==> src/rtl/sift_sub.sv <==
// EMD sifting subtractor: queues delayed signal samples and subtracts the
// mean envelope from them in arrival order, with saturation and sticky status flags.
module sift_sub #(
    parameter int unsigned DW         = 16,
    parameter int unsigned FIFO_DEPTH = 4
) (
    input  logic                 CLK,
    input  logic                 RST_N,
    input  logic                 CLR,
    input  logic signed [DW-1:0] Xin_DEALY,
    input  logic                 Xin_VLD,
    input  logic signed [DW-1:0] Mean,
    input  logic                 Mean_VLD,
    output logic signed [DW-1:0] H_OUT,
    output logic                 H_VLD,
    output logic                 SAT,
    output logic                 OVF,
    output logic                 UDF,
    output logic [15:0]          CNT
);

    localparam int unsigned AW = (FIFO_DEPTH > 1) ? $clog2(FIFO_DEPTH) : 1;
    localparam int unsigned CW = AW + 1;

    // Reset asserts asynchronously but is released on a clock edge
    logic [1:0] rst_sync;
    logic       rst_n;

    always_ff @(posedge CLK or negedge RST_N) begin
        if (!RST_N) rst_sync <= 2'b00;
        else        rst_sync <= {rst_sync[0], 1'b1};
    end

    assign rst_n = rst_sync[1];

    logic signed [DW-1:0] mem [FIFO_DEPTH];
    logic [AW-1:0]        wr_ptr;
    logic [AW-1:0]        rd_ptr;
    logic [CW-1:0]        count;

    logic                 empty_c;
    logic                 full_c;
    logic                 push_c;
    logic                 pop_c;
    logic                 bypass_c;
    logic                 out_c;
    logic                 ovf_set_c;
    logic                 udf_set_c;
    logic                 sat_hi_c;
    logic                 sat_lo_c;
    logic signed [DW-1:0] operand_c;
    logic [DW:0]          diff_c;
    logic signed [DW-1:0] result_c;
    logic [CW-1:0]        count_nxt_c;

    // Occupancy decode, push/pop arbitration and saturating difference
    always_comb begin
        empty_c     = (count == '0);
        full_c      = (count == CW'(FIFO_DEPTH));
        bypass_c    = !CLR && empty_c && Xin_VLD && Mean_VLD;
        pop_c       = !CLR && Mean_VLD && !empty_c;
        push_c      = !CLR && Xin_VLD && !bypass_c && (!full_c || Mean_VLD);
        out_c       = pop_c || bypass_c;
        ovf_set_c   = !CLR && Xin_VLD && full_c && !Mean_VLD;
        udf_set_c   = !CLR && Mean_VLD && empty_c && !Xin_VLD;

        operand_c   = bypass_c ? Xin_DEALY : mem[rd_ptr];
        diff_c      = {operand_c[DW-1], operand_c} - {Mean[DW-1], Mean};
        sat_hi_c    = !diff_c[DW] &&  diff_c[DW-1];
        sat_lo_c    =  diff_c[DW] && !diff_c[DW-1];
        result_c    = diff_c[DW-1:0];
        if (sat_hi_c) result_c = {1'b0, {(DW-1){1'b1}}};
        if (sat_lo_c) result_c = {1'b1, {(DW-1){1'b0}}};

        count_nxt_c = count;
        if (push_c && !pop_c) count_nxt_c = count + CW'(1);
        if (pop_c && !push_c) count_nxt_c = count - CW'(1);
    end

    // Sample storage needs no reset; pointers define what is valid
    always_ff @(posedge CLK) begin
        if (push_c) mem[wr_ptr] <= Xin_DEALY;
    end

    always_ff @(posedge CLK or negedge rst_n) begin
        if (!rst_n) begin
            wr_ptr <= '0;
            rd_ptr <= '0;
            count  <= '0;
            H_OUT  <= '0;
            H_VLD  <= 1'b0;
            SAT    <= 1'b0;
            OVF    <= 1'b0;
            UDF    <= 1'b0;
            CNT    <= '0;
        end else if (CLR) begin
            wr_ptr <= '0;
            rd_ptr <= '0;
            count  <= '0;
            H_VLD  <= 1'b0;
            SAT    <= 1'b0;
            OVF    <= 1'b0;
            UDF    <= 1'b0;
            CNT    <= '0;
        end else begin
            H_VLD  <= out_c;
            count  <= count_nxt_c;
            if (out_c) begin
                H_OUT <= result_c;
                CNT   <= CNT + 16'd1;
                if (sat_hi_c || sat_lo_c) SAT <= 1'b1;
            end
            if (ovf_set_c) OVF <= 1'b1;
            if (udf_set_c) UDF <= 1'b1;
            if (push_c)    wr_ptr <= wr_ptr + AW'(1);
            if (pop_c)     rd_ptr <= rd_ptr + AW'(1);
        end
    end

endmodule

==> config.mk <==
export PLATFORM = sky130hd
export DESIGN_NAME = sift_sub
export DESIGN_NICKNAME = d
export VERILOG_FILES = /design/src/rtl/sift_sub.sv
export SDC_FILE = /design/constraint.sdc
export NUM_CORES = 1
export LEC_CHECK = 0
export ABC_AREA = 1
export BUFFER_PORTS_ARGS = -buffer_cell sky130_fd_sc_hd__buf_4
export CAP_MARGIN = 5
export CELL_PAD_IN_SITES_DETAIL_PLACEMENT = 0
export CELL_PAD_IN_SITES_GLOBAL_PLACEMENT = 2
export CORE_MARGIN = 2
export CORE_UTILIZATION = 23
export CTS_BUF_LIST = sky130_fd_sc_hd__clkbuf_4
export DETAILED_ROUTE_END_ITERATION = 8
export MAX_ROUTING_LAYER = met4
export PLACE_DENSITY = 0.63
export SYNTH_ARGS = -nofsm -noshare
export SYNTH_HDL_FRONTEND = slang
export SYNTH_SLANG_ARGS = --single-unit
==> constraint.sdc <==
create_clock -name CLK -period 1.55 [get_ports CLK]
set_input_delay 0.155 -clock CLK [delete_from_list [all_inputs] [get_ports CLK]]
set_output_delay 0.155 -clock CLK [all_outputs]
set_load 0.02 [all_outputs]
After elaboration in Yosys (flattened, before gate mapping):

Memories as Yosys holds them, arrays and structs flattened.
Index checks and enable logic that the tools add are counted.

* register bits after elaboration: 45
* word-level logic and storage cells: 80
* input port bits: 37
* memory bits (writable): 64
* memories: 1
* output and inout port bits: 36

Memory list
* mem: depth 4, width 16, read ports 1, clocked after memory_dff 0, wr ports 1, RTL line 36 `logic signed [DW-1:0] mem [FIFO_DEPTH];`

* reductions and logical operators: 39
* multiplexer cells: 22
* bitwise operators: 1
* $add $sub $neg: 6
* equal/unequal tests: 1

Operator list (number)
* $mux 16: 5
* $sub 16x16->17: 1
* $add 16x1->16 const B: 1
* $logic_and 1x1->1: 16
* $reduce_bool 2->1: 6
* $logic_not 1->1: 10
* $mux 1: 10
* $mux 3: 3
* $mux 2: 4
* $add 2x1->2 const B: 2
* $reduce_and 2->1: 2
* $add 3x1->3 const B: 1
* $eq 3x3->1 const B: 1
* $logic_not 3->1: 1
* $logic_or 1x1->1: 3
* $reduce_bool 3->1: 1
* $sub 3x1->3 const B: 1
* $not 1->1: 1

Logic depth before layout (Yosys ltp):

* depth after elaboration: 12
* gate-level depth with buffers: 27
* gate-level depth less buffers: 26

Least setup slack after synthesis:

No wires, ideal clock.

* path type: reg2reg
* start: reg count[0]
* end: reg H_OUT[4]
* path buffers: 1
* required time: 1.467 ns
* path slack: -1.609 ns
* stages on the path, launching flop included: 25
* clock period less this slack: 3.159 ns
* setup time: 0.083 ns
* data arrival time: 3.077 ns
* cells stage by stage: dfrtp_1 inv_2 nand2_1 nor2_2 nand2_4 nor2_8 inv_2 clkbuf_1 nand2_1 nand2_1 fa_1 nand2_1 nand2_1 nand2_1 inv_1 nand2_1 nand2_1 nand2_1 nand3_1 nand2_1 ha_1 clkinv_1 o21ai_0 a21oi_1 o21ai_0

* cells in the longest elaborated chain, start to end: 10
* elaborated cells between the ends (all ways): 16
* those cells by class: add/sub (1); mux (3); reduce/logical (12)

Ends and longest elaborated chain
* start, declared: RTL line 39 `logic [CW-1:0] count;`
* start signal, assigned: RTL line 107 `count <= count_nxt_c;`
* $logic_not 3->1 (*): RTL line 58 `empty_c = (count == '0);`
* $logic_and 1x1->1 (3 in series): RTL line 60 `bypass_c = !CLR && empty_c && Xin_VLD && Mean_VLD;`
* $mux 16: RTL line 67 `operand_c = bypass_c ? Xin_DEALY : mem[rd_ptr];`
* $sub 16x16->17: RTL line 68 `diff_c = {operand_c[DW-1], operand_c} - {Mean[DW-1], Mean};`
* $logic_not 1->1: RTL line 69 `sat_hi_c = !diff_c[DW] && diff_c[DW-1];`
* $logic_and 1x1->1: RTL line 69
* $mux 16: RTL line 72 `if (sat_hi_c) result_c = {1'b0, {(DW-1){1'b1}}};`
* $mux 16: RTL line 73 `if (sat_lo_c) result_c = {1'b1, {(DW-1){1'b0}}};`
* end signal, assigned: RTL line 109 `H_OUT <= result_c;`
* end, declared: RTL line 14 `output logic signed [DW-1:0] H_OUT,`

Mark *: on every way between the ends. The rest lies on a longest branch, timed or not.
A chain may end at the register's enable or synchronous reset.

Final worst setup path:

* start: reg rd_ptr[0]
* end: reg H_OUT[4]

* cells in the longest elaborated chain, start to end: 7
* elaborated cells between the ends (all ways): 9
* those cells by class: add/sub (1); mux (3); reduce/logical (4); memory (1)

Ends and longest elaborated chain
* start, declared: RTL line 38 `logic [AW-1:0] rd_ptr;`
* start signal, assigned: RTL line 116 `if (pop_c) rd_ptr <= rd_ptr + AW'(1);`
* $mem_v2 4x16 (*)
* $mux 16 (*): RTL line 67
* $sub 16x16->17 (*): RTL line 68
* $logic_not 1->1: RTL line 69
* $logic_and 1x1->1: RTL line 69
* $mux 16: RTL line 72
* $mux 16 (*): RTL line 73

Marked as above.

==> results.yml <==
status:
  status: "finished, violations left"
  violations: "negative setup slack"
floorplan:
  die_area_um2: 27500
  pin_count: 73
  core_area_um2: 25900
  rows: 59
  die_w_um: 166
  die_h_um: 166
  initial_utilization_pct: 23.2
yosys:
  yosys-top-cells-area: "edfxtp_1, dfrtp_1, nand2_1"
  muxShareOfSynthArea_pct: 0
  synthesis.area_um2: 6020
  yosysUniqueCellTypes: 39
  syn_area_per_cell_um2: 8.41
  yosys_warnings: 0
  syn-num-nets: 779
  synthSimpleGateAreaFrac_pct: 25.4
  yosysTopAreaCellShare_pct: 31.9
  synthTopCellsByCount: "nand2_1, inv_1, edfxtp_1"
  synth_top_area_cell: "edfxtp_1"
  synth_xor_area_share_pct: 1.02
  synth_fa_ha_area_share_pct: 5.65
  syn_inst: 716
  synth-edff-count: 64
  async_flop_share_pct: 41.3
  synth_top_family_by_area: "simple AND/OR/NAND/NOR gates"
  ys_seq_area_share_pct: 50.6
  synth-compound-area-share_pct: 9.60
  yosysMostFrequentCell: "nand2_1"
  yosys_most_used_dff: "edfxtp_1"
  ys_seq_elements: 109
global_routing:
  use_met2_pct: 23.9
  gr-usage-met1_pct: 19.7
  grtUsageMet3_pct: 3.31
  grt_pass1_vias: 5631
  grt_start_max_net_pins: 36
  grt_usage_pct: 15.0
  grt_first_pass_wirelength_um: 31300
  grt.busiest_layer: "met2"
  grt_overflow: 0
  grt_antenna_before_repair: 1
min_path:
  hp-start: "CLR"
  hold_depth: 3
  min_path_type: "input pin to flip-flop"
  min_to: "CNT[3]"
power:
  p_per_area_nw_per_um2: 1230
  irDropWorstVdd_mv: 0.474
  leakage_nw: 4.28
detailed_routing:
  ant_nets: 0
  wl_per_cell_um: 15.6
  drc: 0
  drtIter0Drc: 280
  vias: 5601
  routed_via_density: 4.33
  routed_wl_um: 20200
  drt_first_pass_iters: 4
clock_tree:
  tritoncts.num_buffers: 9
  path_clk_slew_ps: 210
  cts_tree: "built"
  cts_buffer_depth: 2
  cts_sinks: 109
  h-tree-depth: 3
  cts_root_buffer: "clkbuf_4"
  clk_latency_ps: 520
worst_setup_path:
  cp_slowest_cell: "dfrtp_1"
  worst_r2r_endpoint: "H_OUT[4]"
  startpoint_type: "flip-flop"
  cpPeakStageDelay_ps: 460
  cp.buffers_inverters: 6
  worstSetupPathType: "flip-flop to flip-flop"
  cp_top_family: "simple AND/OR/NAND/NOR gates"
  reg2reg_depth: 22
  crit_chain: "buf_12 > o21ai_0 > o221ai_4 > o21ai_4 > ha_2 > inv_2 > fa_2 > nand2_2 > nand2_2 > nand2_2 > inv_2 > nand2_2 > nand2_4 > nand2_4 > nand3_4 > nand2_4 > inv_2 > ha_4 > nor2_4 > buf_12 > inv_8 > o21ai_2"
  critPathCaptureType: "flip-flop"
  r2r_start: "rd_ptr[0]"
  cp_max_fo: 35
  cpMostUsedCell: "nand2_2"
  arrival_ps: 3570
  worstPathRequired_ps: 2010
  reg2reg_slack_ps: -1560
place:
  dp.final_hpwl_um: 14300
  place.gp.congestion: 0.811
  portBuffers: 72
  place_area_um2: 8020
timing:
  fin_ws_ps: -1560
  achievable-frequency_mhz: 322
  rsz0062_at_grt: "true"
  period_share_pct: 201
  hold_viol_final: 0
  slew_viol_final: 0
  finalSetupViolCount: 102
  finalClockSkew_ps: 41.5
  period_needed_ps: 3110
final_layout:
  finish.utilization_pct: 35.6
  syn_to_final_growth_pct: 53.3
  drive_gt1_share_pct: 39.8
  fin_area_um2: 9230
  finalNetCount: 1017
job:
  cap_violations: 0
-- tightest hold or removal path: stages --
cell and delay [ps]:
buf_4 110, buf_4 240, nor3_1 90
-- area by class of cell --
cell class,instances,area (um2)
fill,2725,16700
multi-input combinational,492,3110
sequential,109,3050
timing repair buffer,243,2070
tap,335,419
inverter,96,393
clock inverter,7,91.3
clock buffer,9,67.6
timing repair inverter,3,23.8
antenna,1,2.50
-- worst max path at each step --
| stage | endpoint | startpoint | depth (start not counted) | slack (ps) |
|---|---|---|---|---|
| floorplan | H_OUT[6] | count[0] | 24 | -1380 |
| global placement | H_OUT[1] | rd_ptr[0] | 20 | -1650 |
| detailed placement | H_OUT[1] | rd_ptr[0] | 20 | -1680 |
| CTS | H_OUT[10] | count[1] | 25 | -1550 |
| global route | H_OUT[4] | count[0] | 25 | -1770 |
| finish | H_OUT[4] | rd_ptr[0] | 22 | -1560 |
-- through the flow --
step	power, mW	hold slack, ps	TNS (ps)	setup slack (ps)	cells
after floorplan	6.10	-141	-25040	-1380	716
after global placement	8.49	-61.8	-32870	-1650	1226
after detailed placement	8.43	-60.8	-31800	-1680	1226
after CTS	10.8	76.6	-32710	-1550	1286
after global routing	12.1	76.7	-51850	-1770	1295
final	11.3	119	-41220	-1560	1295
-- flip-flops by register name, summed over array words and instances (netlist names) --
register	flops
mem	64
CNT	16
H_OUT	16
count	3
rd_ptr	2
rst_sync	2
wr_ptr	2
H_VLD	1
OVF	1
SAT	1
UDF	1
-- metal layers --
layer	vias up	share of wire, %	routed length (um)
met1	2671	48	9760
met4	0	1.0	212
met5	-	0	0
met2	88	46	9400
li1	2829	-	-
met3	13	4.3	868
-- what timing repair did --
action                                  CTS  global route
endpoints found under the setup margin  101           104
buffers inserted                         22             7
cloned                                    3             2
endpoints found under the hold margin    67             0
gates resized for setup                  62            87
hold buffers                             19             0
pin swaps                                31            48
-- cells in the final DEF, fill, tap and decap left out, types with 3 or more instances in the layout --
cell | synthesis | routed
a21oi_1 | 46 | 40
a21oi_2 | 0 | 5
a22oi_1 | 15 | 15
buf_12 | 0 | 10
buf_4 | 2 | 200
buf_6 | 1 | 11
clkbuf_4 | 0 | 9
dfrtp_1 | 45 | 44
dlygate4sd3_1 | 0 | 19
edfxtp_1 | 64 | 64
ha_1 | 24 | 7
ha_4 | 0 | 15
inv_1 | 87 | 77
inv_12 | 0 | 3
inv_2 | 6 | 12
inv_4 | 1 | 3
inv_6 | 0 | 4
inv_8 | 0 | 6
nand2_1 | 240 | 199
nand2_2 | 1 | 35
nand2_4 | 1 | 8
nand3_1 | 42 | 28
nand3_2 | 1 | 13
nand4_1 | 12 | 12
nor2_1 | 41 | 31
nor2_2 | 1 | 5
nor2_4 | 2 | 9
nor2_8 | 3 | 3
nor3_1 | 11 | 8
nor3_2 | 0 | 3
o21ai_0 | 20 | 8
o21ai_1 | 4 | 10
o21ai_2 | 6 | 11
xor2_1 | 5 | 5
-- cells by family after synthesis --
group,Yosys count
adder cells (fa/ha/maj),26
flip-flops,109
other,1
AO/OA/AOI/OAI,99
XOR/XNOR,7
buffers and inverters,116
AND/OR/NAND/NOR,358
-- where the power goes --
part / switching (mW) / internal, mW / total, mW
logic: 3.21 / 2.87 / 6.08
registers: 0.188 / 3.40 / 3.58
clock network: 1.22 / 0.436 / 1.66
total: 4.62 / 6.70 / 11.3
No activity file was read; power rests on OpenSTA's default activity.
